<file path="src/rtl/cmd_seq_player.sv">
// cmd_seq_player: plays a queue of 16-bit commands to RemoteComm one at a time,
// waiting after each for an acknowledge byte under a per-response timeout.
// Optional feature macro CMD_SEQ_RETRY_EN: resend each failing command once before failing.
module cmd_seq_player #(
  parameter int         DEPTH = 8,
  parameter int         TMO_W = 24,
  parameter logic [7:0] ACK   = 8'hA5
) (
  input  logic                     clk,
  input  logic                     rst,
  input  logic                     ld_vld,
  input  logic [15:0]              ld_cmd,
  output logic                     ld_rdy,
  input  logic                     start,
  input  logic                     abort,
  input  logic [TMO_W-1:0]         tmo_lim,
  output logic [15:0]              cmd,
  output logic                     snd_cmd,
  input  logic                     cmd_snt,
  input  logic                     resp_rdy,
  input  logic [7:0]               resp,
  output logic                     busy,
  output logic                     done,
  output logic                     pass,
  output logic [1:0]               err,
  output logic [$clog2(DEPTH)-1:0] fail_idx
);

  localparam int PW = $clog2(DEPTH);
  localparam int CW = PW + 1;

  localparam logic [1:0] ERR_OK    = 2'd0;
  localparam logic [1:0] ERR_TMO   = 2'd1;
  localparam logic [1:0] ERR_NACK  = 2'd2;
  localparam logic [1:0] ERR_ABORT = 2'd3;

  typedef enum logic [2:0] {
    IDLE, SEND, WAIT_SNT, WAIT_RESP, NEXT, FIN
  } state_t;

  state_t           state_q;
  logic [15:0]      mem_q [DEPTH];
  logic [PW-1:0]    wr_ptr_q;
  logic [PW-1:0]    rd_ptr_q;
  logic [CW-1:0]    qcnt_q;
  logic [PW-1:0]    pop_q;
  logic [TMO_W-1:0] tmo_q;
  logic [TMO_W-1:0] lim_q;

  logic [15:0]      cmd_q;
  logic             snd_q;
  logic             busy_q;
  logic             done_q;
  logic             pass_q;
  logic [1:0]       err_q;
  logic [PW-1:0]    fail_idx_q;

  logic             wr_en_d;
  logic [PW-1:0]    rd_ptr_inc_d;
  logic             retry_ok_d;

`ifdef CMD_SEQ_RETRY_EN
  logic             retry_q;
  // A command may be resent once; the flag clears when the command is popped
  assign retry_ok_d = ~retry_q;
`else
  assign retry_ok_d = 1'b0;
`endif

  // Loading is only allowed while idle so the queue never changes under playback
  assign ld_rdy       = ~busy_q & (qcnt_q != CW'(DEPTH));
  assign wr_en_d      = ld_vld & ld_rdy;
  assign rd_ptr_inc_d = rd_ptr_q + PW'(1);

  // Queue storage; occupancy is tracked by the pointers so no reset needed
  always_ff @(posedge clk) begin
    if (wr_en_d) begin
      mem_q[wr_ptr_q] <= ld_cmd;
    end
  end

  // Playback FSM, queue pointers and all registered outputs
  always_ff @(posedge clk) begin
    if (rst) begin
      state_q    <= IDLE;
      wr_ptr_q   <= '0;
      rd_ptr_q   <= '0;
      qcnt_q     <= '0;
      pop_q      <= '0;
      tmo_q      <= '0;
      lim_q      <= '0;
      cmd_q      <= '0;
      snd_q      <= 1'b0;
      busy_q     <= 1'b0;
      done_q     <= 1'b0;
      pass_q     <= 1'b0;
      err_q      <= ERR_OK;
      fail_idx_q <= '0;
`ifdef CMD_SEQ_RETRY_EN
      retry_q    <= 1'b0;
`endif
    end else if (abort && state_q != IDLE && state_q != FIN) begin
      // Abort beats any response, timeout or strobe arriving in the same cycle
      snd_q      <= 1'b0;
      err_q      <= ERR_ABORT;
      pass_q     <= 1'b0;
      fail_idx_q <= pop_q;
      rd_ptr_q   <= wr_ptr_q;
      qcnt_q     <= '0;
      done_q     <= 1'b1;
      state_q    <= FIN;
    end else begin
      case (state_q)
        IDLE: begin
          if (wr_en_d) begin
            wr_ptr_q <= wr_ptr_q + PW'(1);
          end
          qcnt_q <= qcnt_q + CW'(wr_en_d);
          if (start) begin
            busy_q     <= 1'b1;
            lim_q      <= tmo_lim;
            pop_q      <= '0;
            err_q      <= ERR_OK;
            fail_idx_q <= '0;
`ifdef CMD_SEQ_RETRY_EN
            retry_q    <= 1'b0;
`endif
            if (qcnt_q != '0) begin
              pass_q  <= 1'b0;
              cmd_q   <= mem_q[rd_ptr_q];
              snd_q   <= 1'b1;
              state_q <= SEND;
            end else begin
              // Nothing to play: an empty list trivially passes
              pass_q  <= 1'b1;
              done_q  <= 1'b1;
              state_q <= FIN;
            end
          end
        end

        SEND: begin
          snd_q   <= 1'b0;
          state_q <= WAIT_SNT;
        end

        WAIT_SNT: begin
          if (cmd_snt) begin
            tmo_q   <= '0;
            state_q <= WAIT_RESP;
          end
        end

        WAIT_RESP: begin
          tmo_q <= tmo_q + TMO_W'(1);
          if (resp_rdy && resp == ACK) begin
            state_q <= NEXT;
          end else if (resp_rdy || tmo_q == lim_q) begin
            // A response in the timeout cycle is judged on its value, not as a timeout
            if (retry_ok_d) begin
`ifdef CMD_SEQ_RETRY_EN
              retry_q <= 1'b1;
`endif
              snd_q   <= 1'b1;
              state_q <= SEND;
            end else begin
              err_q      <= resp_rdy ? ERR_NACK : ERR_TMO;
              fail_idx_q <= pop_q;
              rd_ptr_q   <= wr_ptr_q;
              qcnt_q     <= '0;
              done_q     <= 1'b1;
              state_q    <= FIN;
            end
          end
        end

        NEXT: begin
          rd_ptr_q <= rd_ptr_inc_d;
          qcnt_q   <= qcnt_q - CW'(1);
          pop_q    <= pop_q + PW'(1);
`ifdef CMD_SEQ_RETRY_EN
          retry_q  <= 1'b0;
`endif
          if (qcnt_q == CW'(1)) begin
            pass_q  <= 1'b1;
            done_q  <= 1'b1;
            state_q <= FIN;
          end else begin
            cmd_q   <= mem_q[rd_ptr_inc_d];
            snd_q   <= 1'b1;
            state_q <= SEND;
          end
        end

        FIN: begin
          done_q  <= 1'b0;
          busy_q  <= 1'b0;
          state_q <= IDLE;
        end

        default: begin
          state_q <= IDLE;
        end
      endcase
    end
  end

  assign cmd      = cmd_q;
  assign snd_cmd  = snd_q;
  assign busy     = busy_q;
  assign done     = done_q;
  assign pass     = pass_q;
  assign err      = err_q;
  assign fail_idx = fail_idx_q;

endmodule

</file>
<file path="config.mk">
export PLATFORM = sky130hd
export DESIGN_NAME = cmd_seq_player
export DESIGN_NICKNAME = d
export VERILOG_FILES = /design/src/rtl/cmd_seq_player.sv
export SDC_FILE = /design/constraint.sdc
export NUM_CORES = 1
export LEC_CHECK = 0
export ABC_AREA = 1
export BUFFER_PORTS_ARGS = -buffer_cell sky130_fd_sc_hd__buf_4
export CORE_MARGIN = 2
export CORE_UTILIZATION = 55
export CTS_CLUSTER_SIZE = 24
export DETAILED_ROUTE_END_ITERATION = 10
export GPL_ROUTABILITY_DRIVEN = 0
export PLACE_DENSITY = 0.82
export REMOVE_ABC_BUFFERS = 1
export SKIP_CTS_REPAIR_TIMING = 1
export SYNTH_ARGS = -nofsm -noshare
export SYNTH_HDL_FRONTEND = slang
export SYNTH_SLANG_ARGS = --single-unit
</file>
<file path="constraint.sdc">
create_clock -name clk -period 1.9 [get_ports clk]
set_input_delay 0 -clock clk [delete_from_list [all_inputs] [get_ports clk]]
set_output_delay 0 -clock clk [all_outputs]
set_load 0.03 [all_outputs]
</file>
# Yosys cells after proc, flatten, opt, wreduce, memory -nomap -nowiden
# Memory sizes are Yosys's and may differ from the RTL's. A register that Yosys moved wholly into a read port is not among the register bits.
# Index checks and enable logic that the tools add are counted.
word_totals:
  reg_bits: 89
  mem_bits_rw: 128
  input_bits: 55
  out_inout_bits: 26
  wordCells: 134
  mem_count: 1
op_classes:
  add_sub_neg: 6
  eq_ne: 25
  n_mux: 53
  n_bitwise: 4
  n_reduce_logical: 30
memory_table:
  columns: ["name", "depth", "width", "rd", "rd_ports_with_merged_regs", "write_ports", "line_no", "rtl"]
  rows:
  - ["mem_q", 8, 16, 2, 1, 1, "42", "logic [15:0] mem_q [DEPTH];"]
op_table:
  columns: ["op", "n"]
  rows:
  - ["16-bit 2-to-1 mux", 3]
  - ["3-bit 2-to-1 mux", 16]
  - ["24-bit one-hot mux with 2 select lines", 1]
  - ["16-bit one-hot mux with 2 select lines", 1]
  - ["3-bit AND reduction", 10]
  - ["24-bit by 1-bit adder with 24-bit output (second input constant)", 1]
  - ["24-bit equality test", 1]
  - ["24-bit 2-to-1 mux", 1]
  - ["3-bit != test (second input constant)", 8]
  - ["3-bit one-hot mux with 2 select lines", 3]
  - ["3-bit one-hot mux with 5 select lines", 1]
  - ["3-bit nonzero test", 5]
  - ["1-bit 2-to-1 mux", 14]
  - ["2-bit != test (second input constant)", 7]
  - ["4-bit one-hot mux with 3 select lines", 1]
  - ["2-bit 2-to-1 mux", 5]
  - ["3-bit by 1-bit adder with 3-bit output (second input constant)", 3]
  - ["8-bit equality test (second input constant)", 1]
  - ["4-bit 2-to-1 mux", 2]
  - ["4-bit != test (second input constant)", 2]
  - ["4-bit AND reduction", 2]
  - ["3-bit by 2-bit equality test with 1-bit output (second input constant)", 2]
  - ["3-bit equality test (second input constant)", 2]
  - ["6-bit AND reduction", 1]
  - ["18 further kinds", 25]

# Logic depth before layout (Yosys ltp)
# Gate-level depths: netlist of run 1.
logic_depth:
  word_depth: 8
  depth_mapped: 14
  ltp_nobuf: 14

# Least setup slack after synthesis of run 1
# OpenSTA, ideal clock, no wires.
synth_path:
  kind: "flip-flop to flip-flop"
  from: "register qcnt_q[0]"
  to: "memory mem_q[1][0], enable pin"
  setup_ns: 0.388
  arrival_time_ns: 1.961
  required_ns: 1.512
  slack_ns: -0.449
  stages_incl_launch_ff: 10
  path_buffers: 0
  synth_period_minus_slack_ns: 2.349
  cell_sequence: "dfxtp_1 > inv_1 > ha_1 > nand3_1 > nand2_1 > inv_1 > nand2_1 > inv_1 > nand2_1 > nor2_1"
synth_via:
  elab_chain_cells: 5
synth_rtl:
  columns: ["item", "line_no", "rtl"]
  rows:
  - ["start: declaration", "45", "logic [CW-1:0] qcnt_q;"]
  - ["start signal: assignment", "118", "qcnt_q <= qcnt_q + CW'(wr_en_d);"]
  - ["start signal: assignment", "179", "qcnt_q <= qcnt_q - CW'(1);"]
  - ["4-bit != test", "71", "assign ld_rdy = ~busy_q & (qcnt_q != CW'(DEPTH));"]
  - ["1-bit bitwise AND", "71", null]
  - ["via ld_rdy", "13", "output logic ld_rdy,"]
  - ["1-bit bitwise AND", "72", "assign wr_en_d = ld_vld & ld_rdy;"]
  - ["1-bit 2-to-1 mux", "77", "if (wr_en_d) begin"]
  - ["1-bit 2-to-1 mux (not written as such)", "78", "mem_q[wr_ptr_q] <= ld_cmd;"]
  - ["end: declaration", "42", null]
# The timed path passes the listed nets, and every way through them passes these cells.

# Worst setup path after layout of run 1
layout_path:
  from: "register state_q[1]"
  to: "register cmd_q[11] (netlist: cmd[11])"
layout_via:
  elab_chain_cells: 5
  elab_cells_between_ends: 13
  cone_classes: "5 x eq/ne; 1 x mux; 1 x bitwise; 6 x reduce/logical"
layout_rtl:
  columns: ["item", "line_no", "rtl"]
  rows:
  - ["start: declaration", "41", "state_t state_q;"]
  - ["start signal: assignment", "85", "state_q <= IDLE;"]
  - ["start signal: assignment", "111", "state_q <= FIN;"]
  - ["start signal: assignment", "132", "state_q <= SEND;"]
  - ["branches (longest 5 deep; another with 5-bit AND reduction)", null, null]
  - ["end signal: assignment", "130", "cmd_q <= mem_q[rd_ptr_q];"]
  - ["end signal: assignment", "189", "cmd_q <= mem_q[rd_ptr_inc_d];"]
  - ["end: declaration", "50", "logic [15:0] cmd_q;"]
# Parallel ways; which one is timed is not known.
# A chain may end at the register's enable or synchronous reset.

==> results.sh, run 1 <==
export IMPL_r2r_setup_slack_ns=0.07
export IMPL_yosysUniqueCellTypes=44
export IMPL_syn_inst=1282
export IMPL_cp_end_kind="register"
export IMPL_worstMarginPinSlew_ns=0.6450
export IMPL_cp_start_kind="register"
export IMPL_path_class="register to register"
export IMPL_nFillCells=1416
export IMPL_wl_um=29370
export IMPL_drive_gt1_share_pct=15.69
export IMPL_hold_viol_final=1
export IMPL_worst_path_max_fanout=16
export IMPL_fin_setup_tns_ns=0
export IMPL_reg2reg_to="cmd[11]$_SDFFE_PP0P_"
export IMPL_dr_pass1_iters=6
export IMPL_portBuffers=80
export IMPL_cts_tree="built"
export IMPL_p_total_mw=20.97
export IMPL_hp_start="resp[4]"
export IMPL_r2r_start="state_q[1]$_SDFFE_PP0P_"
export IMPL_ys_warn_count=0
export IMPL_avgRoutedWirePerCell_um=17.28
export IMPL_grt_pass1_vias=9119
export IMPL_antenna_found_initial=0
export IMPL_h_tree_depth=1
export IMPL_setup_viol=0
export IMPL_grt_first_pass_wirelength_um=44210
export IMPL_io_pins=81
export IMPL_avgViaCountPerCell=5.781
export IMPL_fp_dieH_um=144.5
export IMPL_ff2ff_path_depth=9
export IMPL_design_area_um2=13360
export IMPL_ys_seq_area_share_pct=52.37
export IMPL_worstSkewPairLatency_ns=0.52
export IMPL_antenna_left=0
export IMPL_grt_max_degree=83
export IMPL_dr_total_vias=9822
export IMPL_worst_ep_required_time_ns=2.34
export IMPL_clock_skew_ns=0.007865
export IMPL_arrival_ns=2.27
export IMPL_holdWs_ns=-0.0005194
export IMPL_placed_cell_area_um2=11930
export IMPL_violations="hold timing"
export IMPL_synth_area_um2=10860
export IMPL_syn_avg_cell_area_um2=8.468
export IMPL_whs_endpoint="qcnt_q[3]$_SDFFE_PP0P_"
export IMPL_peakVddDrop_mv=1.106
export IMPL_grt_total_usage_pct=26.86
export IMPL_area_delta_synth_final_pct=23.03
export IMPL_path_clk_slew_ns=0.06
export IMPL_clockBufferDepth=3
export IMPL_min_path_type="input port to register"
export IMPL_min_path_cells=5
export IMPL_relSlewSlack_pct=56.95
export IMPL_fin_crit_sh_pct=96.54
export IMPL_fp_dieW_um=144.5
export IMPL_drv_slew=0
export IMPL_pre_cts_slack_ns=0.02418
export IMPL_placed_cells=1606
export IMPL_place_hpwl_um=17570
export IMPL_max_freq_mhz=545.2
export IMPL_rows=51
export IMPL_clock_sinks=220
export IMPL_period_minus_slack_ns=1.834
export IMPL_diodes=0
export IMPL_start_util_pct=55.96
export IMPL_drcViolationCount=0
export IMPL_num_nets_final=1481
export IMPL_rsz0062_at_grt="true"
export IMPL_fin_util_pct=68.85
export IMPL_outcome="complete, but fails checks"
export IMPL_cts_buffers=23
export IMPL_stdcell_count=1699
export IMPL_cap_violations=0
export IMPL_gr_total_overflow=0
export IMPL_cts_root_buf="clkbuf_16"
export IMPL_leakagePower_nw=5.217
export IMPL_setup_slack_ns=0.06565
export IMPL_core_um2=19400
export IMPL_ys_seq_elements=220
export IMPL_drt_initial_drc_count=1076
export IMPL_die_area_um2=20880
export IMPL_power_density_nw_per_um2=1570
-- sequential cells by signal, summed over array words and instances, names as in the netlist, named ones only --
| register | count |
|---|---|
| busy | 1 |
| cmd | 16 |
| done | 1 |
| err | 2 |
| fail_idx | 3 |
| lim_q | 24 |
| mem_q | 128 |
| pass | 1 |
| pop_q | 3 |
| qcnt_q | 4 |
| rd_ptr_q | 3 |
| snd_cmd | 1 |
| state_q | 3 |
| tmo_q | 24 |
| wr_ptr_q | 3 |
-- cell families (layout without fill, tap and decap cells) --
| logic type | Yosys count | in the layout | share of synthesized area (%) |
|---|---|---|---|
| XOR/XNOR | 6 | 6 | 0.5533 |
| AND/OR/NAND/NOR | 403 | 403 | 16.67 |
| AO/OA/AOI/OAI | 414 | 414 | 20.94 |
| adder cells (fa/ha/maj) | 9 | 9 | 1.037 |
| buffers and inverters | 230 | 382 | 8.426 |
| flip-flops | 220 | 220 | 52.37 |
-- placed cells by master, fill, tap and decap left out, types with 9 or more instances in the layout --
cell type / count
nand4_1: 11
o21ai_1: 15
nand3_1: 69
buf_4: 122
a31oi_1: 17
o211ai_1: 50
nor3_1: 13
clkbuf_16: 25
edfxtp_1: 128
o21ai_0: 189
nand2_2: 9
dfxtp_2: 9
a21oi_1: 126
dfxtp_1: 83
nor2_1: 97
inv_1: 152
dlygate4sd3_1: 45
nand2_1: 185
-- cell type report --
class,count,area [µm²],share of cell area (%)
Clock buffer,36,705.7,5.284
Tap cell,265,331.6,2.483
Clock inverter,6,133.9,1.002
Inverter,163,619.3,4.637
Multi-Input combinational cell,832,4305,32.24
Sequential cell,220,5697,42.66
Timing Repair Buffer,177,1563,11.70
-- cells in the mapped netlist (all sizes together) --
cell type / count / area (µm²)
a211oi: 6 / 45.04
a21boi: 1 / 7.510
a21oi: 133 / 691.9
a31oi: 17 / 106.4
and3: 1 / 6.260
buf: 20 / 118.9
clkbuf: 47 / 176.4
clkinv: 3 / 16.27
dfxtp: 92 / 1842
edfxtp: 128 / 3844
ha: 9 / 112.6
inv: 160 / 603.1
nand2: 196 / 777.0
nand3: 76 / 420.4
nand3b: 1 / 7.510
nand4: 12 / 90.09
nor2: 102 / 419.2
nor3: 14 / 81.33
nor3b: 1 / 7.510
o211ai: 50 / 375.4
o21ai: 206 / 1039
o32ai: 1 / 8.760
xnor2: 2 / 25.03
xor2: 4 / 35.03
-- metal layers --
metal,GRT usage [%],share of wire (%),vias up
li1,-,-,4681
met1,33.18,39,4545
met2,46.27,49,491
met3,4.172,8.4,105
met4,12.62,3.9,0
met5,0,0,-
-- power by group --
group	internal (mW)	switching [mW]	leakage, nW
Combinational	3.47	6.38	2.89
Sequential	5.77	0.401	1.92
Clock	3.09	1.86	0.411
-- worst max-delay path, cell delays in order, from the launching register on --
cell and delay (ns):
dfxtp_1 0.39, nor2_8 0.18, nand2_8 0.09, nand3_4 0.14
nand2_1 0.11, nor3_4 0.24, buf_12 0.14, buf_12 0.15
o21ai_0 0.09, a31oi_1 0.20
-- how the worst max path moves through the flow --
stage                        startpoint                       end  slack, ns  cells past startpoint
2_1_floorplan  rd_ptr_q[0]$_SDFFE_PP0N_       cmd[0]$_SDFFE_PP0P_      -1.51                      7
3_3_place_gp     qcnt_q[0]$_SDFFE_PP0P_    qcnt_q[2]$_SDFFE_PP0P_       0.11                     13
3_5_place_dp     qcnt_q[0]$_SDFFE_PP0P_    qcnt_q[2]$_SDFFE_PP0P_       0.02                     13
4_1_cts          qcnt_q[0]$_SDFFE_PP0P_    qcnt_q[2]$_SDFFE_PP0P_       0.02                     13
5_1_grt         state_q[1]$_SDFFE_PP0P_  rd_ptr_q[0]$_SDFFE_PP0N_      -0.07                      9
6_report        state_q[1]$_SDFFE_PP0P_      cmd[11]$_SDFFE_PP0P_       0.07                      9
(Power assumes the default switching activity.)
==> run 2: changes to the inputs <==
Settings changed: CORE_MARGIN 2 to unset.
==> results.sh, run 2 (synthesis gave the netlist of run 1 again) <==
export IMPL_outcome="complete, no violations"
export IMPL_diodes=0
export IMPL_nFillCells=1413
export IMPL_drcViolationCount=0
export IMPL_grt_max_degree=83
export IMPL_dr_total_vias=9963
export IMPL_holdWs_ns=0.02524
export IMPL_gr_total_overflow=0
export IMPL_setup_viol=0
export IMPL_peakVddDrop_mv=1.148
export IMPL_worstMarginPinSlew_ns=0.4714
export IMPL_path_class="register to register"
export IMPL_io_pins=81
export IMPL_path_clk_slew_ns=0.06
export IMPL_fp_dieH_um=142.5
export IMPL_hp_start="resp[4]"
export IMPL_clock_sinks=220
export IMPL_avgViaCountPerCell=5.792
export IMPL_ff2ff_path_depth=8
export IMPL_wl_met1_um=11650
export IMPL_largest_reg_flops=128
export IMPL_fp_dieW_um=142.5
export IMPL_met2WireLength_um=14580
export IMPL_crit_path_max_incr_delay_ns=0.41
export IMPL_rsz0062_at_grt="true"
export IMPL_cp_end_kind="register"
export IMPL_slowest_stage="ha_2"
export IMPL_drv_slew=0
export IMPL_top_register="mem_q"
export IMPL_clock_skew_ns=0.02406
export IMPL_hold_viol_final=0
export IMPL_top_regs="mem_q: 128 flops, lim_q: 24 flops, tmo_q: 24 flops"
export IMPL_drive_gt1_share_pct=17.94
export IMPL_dr_max_layer_used="met4"
export IMPL_met3_length_um=2731
export IMPL_period_minus_slack_ns=1.845
export IMPL_fin_crit_sh_pct=97.11
export IMPL_fin_setup_tns_ns=0
export IMPL_crit_family="compound AO/OA/AOI/OAI gates"
export IMPL_leakagePower_nw=5.267
export IMPL_reg2reg_to="cmd[15]$_SDFFE_PP0P_"
export IMPL_h_tree_depth=1
export IMPL_num_nets_final=1502
export IMPL_min_path_type="input port to register"
export IMPL_min_path_cells=5
export IMPL_core_um2=19400
export IMPL_r2r_start="rd_ptr_q[0]$_SDFFE_PP0N_"
export IMPL_dr_pass1_iters=7
export IMPL_whs_endpoint="qcnt_q[3]$_SDFFE_PP0P_"
export IMPL_max_freq_mhz=542.0
export IMPL_clockBufferDepth=3
export IMPL_drt_initial_drc_count=1030
export IMPL_avgRoutedWirePerCell_um=17.57
export IMPL_cts_root_buf="clkbuf_16"
export IMPL_grt_pass1_vias=9185
export IMPL_cap_violations=0
export IMPL_rows=51
export IMPL_place_hpwl_um=18060
export IMPL_layout_common_cells="187 x o21ai_0, 183 x nand2_1, 149 x inv_1, 139 x buf_4, 128 x edfxtp_1"
export IMPL_power_density_nw_per_um2=1564
export IMPL_area_delta_synth_final_pct=24.20
export IMPL_wl_um=30230
export IMPL_relSlewSlack_pct=68.57
export IMPL_cts_tree="built"
export IMPL_worstSkewPairLatency_ns=0.53
export IMPL_grt_first_pass_wirelength_um=44630
export IMPL_worst_path_max_fanout=3
export IMPL_antenna_left=0
export IMPL_portBuffers=80
export IMPL_final_common_cell="o21ai_0"
export IMPL_worst_ep_required_time_ns=2.34
export IMPL_r2r_setup_slack_ns=0.05
export IMPL_start_util_pct=55.96
export IMPL_crit_start="rd_ptr_q[0]$_SDFFE_PP0N_"
export IMPL_cts_buffers=24
export IMPL_arrival_ns=2.29
export IMPL_cp_start_kind="register"
export IMPL_antenna_found_initial=0
export IMPL_grt_total_usage_pct=28.05
export IMPL_crit_chain="ha_2, clkinvlp_4, buf_4, a21oi_1, o21ai_0, nand3_1, nand3_1, a31oi_1"
export IMPL_crit_buf_inv=2
export IMPL_die_area_um2=20300
export IMPL_cpMostUsedCell="nand3_1"
run 2: cell type report:
| type | instances | area [µm²] | share of cell area (%) |
|---|---|---|---|
| clock inverters | 8 | 51.30 | 0.3805 |
| repair buffers | 196 | 1732 | 12.84 |
| clock buffers | 35 | 681.9 | 5.058 |
| well taps | 265 | 331.6 | 2.459 |
| flip-flops and latches | 220 | 5699 | 42.27 |
| inverters | 163 | 623.1 | 4.621 |
| multi-input cells | 833 | 4364 | 32.37 |
run 2: where the power goes:
| group | switching [mW] | total (mW) | internal [mW] | leakage [nW] |
|---|---|---|---|---|
| Combinational | 6.54 | 10.5 | 3.92 | 2.99 |
| Sequential | 0.498 | 6.28 | 5.78 | 1.92 |
| Clock | 1.85 | 4.34 | 2.49 | 0.359 |
| Total | 8.89 | 21.1 | 12.2 | 5.27 |
run 2: metrics by stage:
stage	power, mW	instances	setup slack, ns	utilization [%]	cell area, µm²
floorplan	12.12	1215	-1.513	-	10560
global placement	15.36	1626	-0.3569	62.33	12090
detailed placement	15.68	1626	-0.4570	62.33	12090
CTS	20.06	1669	-0.4703	66.11	12820
global route	22.27	1720	-0.05169	69.50	13480
finish	21.08	1720	0.05500	69.50	13480
run 2: routing by layer:
layer / up-vias / GRT usage, %
met3: 110 / 3.096
met4: 0 / 14.77
met2: 524 / 47.73
met5: - / 0
met1: 4604 / 35.23
li1: 4725 / -
run 2: how the worst max path moves through the flow:
stage,to,slack [ns],cells past startpoint
2_1_floorplan,cmd[0]$_SDFFE_PP0P_,-1.51,7
3_3_place_gp,cmd[10]$_SDFFE_PP0P_,-0.36,8
3_5_place_dp,cmd[10]$_SDFFE_PP0P_,-0.46,8
4_1_cts,cmd[10]$_SDFFE_PP0P_,-0.47,8
5_1_grt,register,-0.05,12
6_report,cmd[15]$_SDFFE_PP0P_,0.05,8
run 2: tightest hold or removal path, delay by kind of cell:
kind	cells	cell delay [ns]
AND/OR/NAND/NOR	3	0.30
buffers and inverters	1	0.08
AO/OA/AOI/OAI	1	0.12
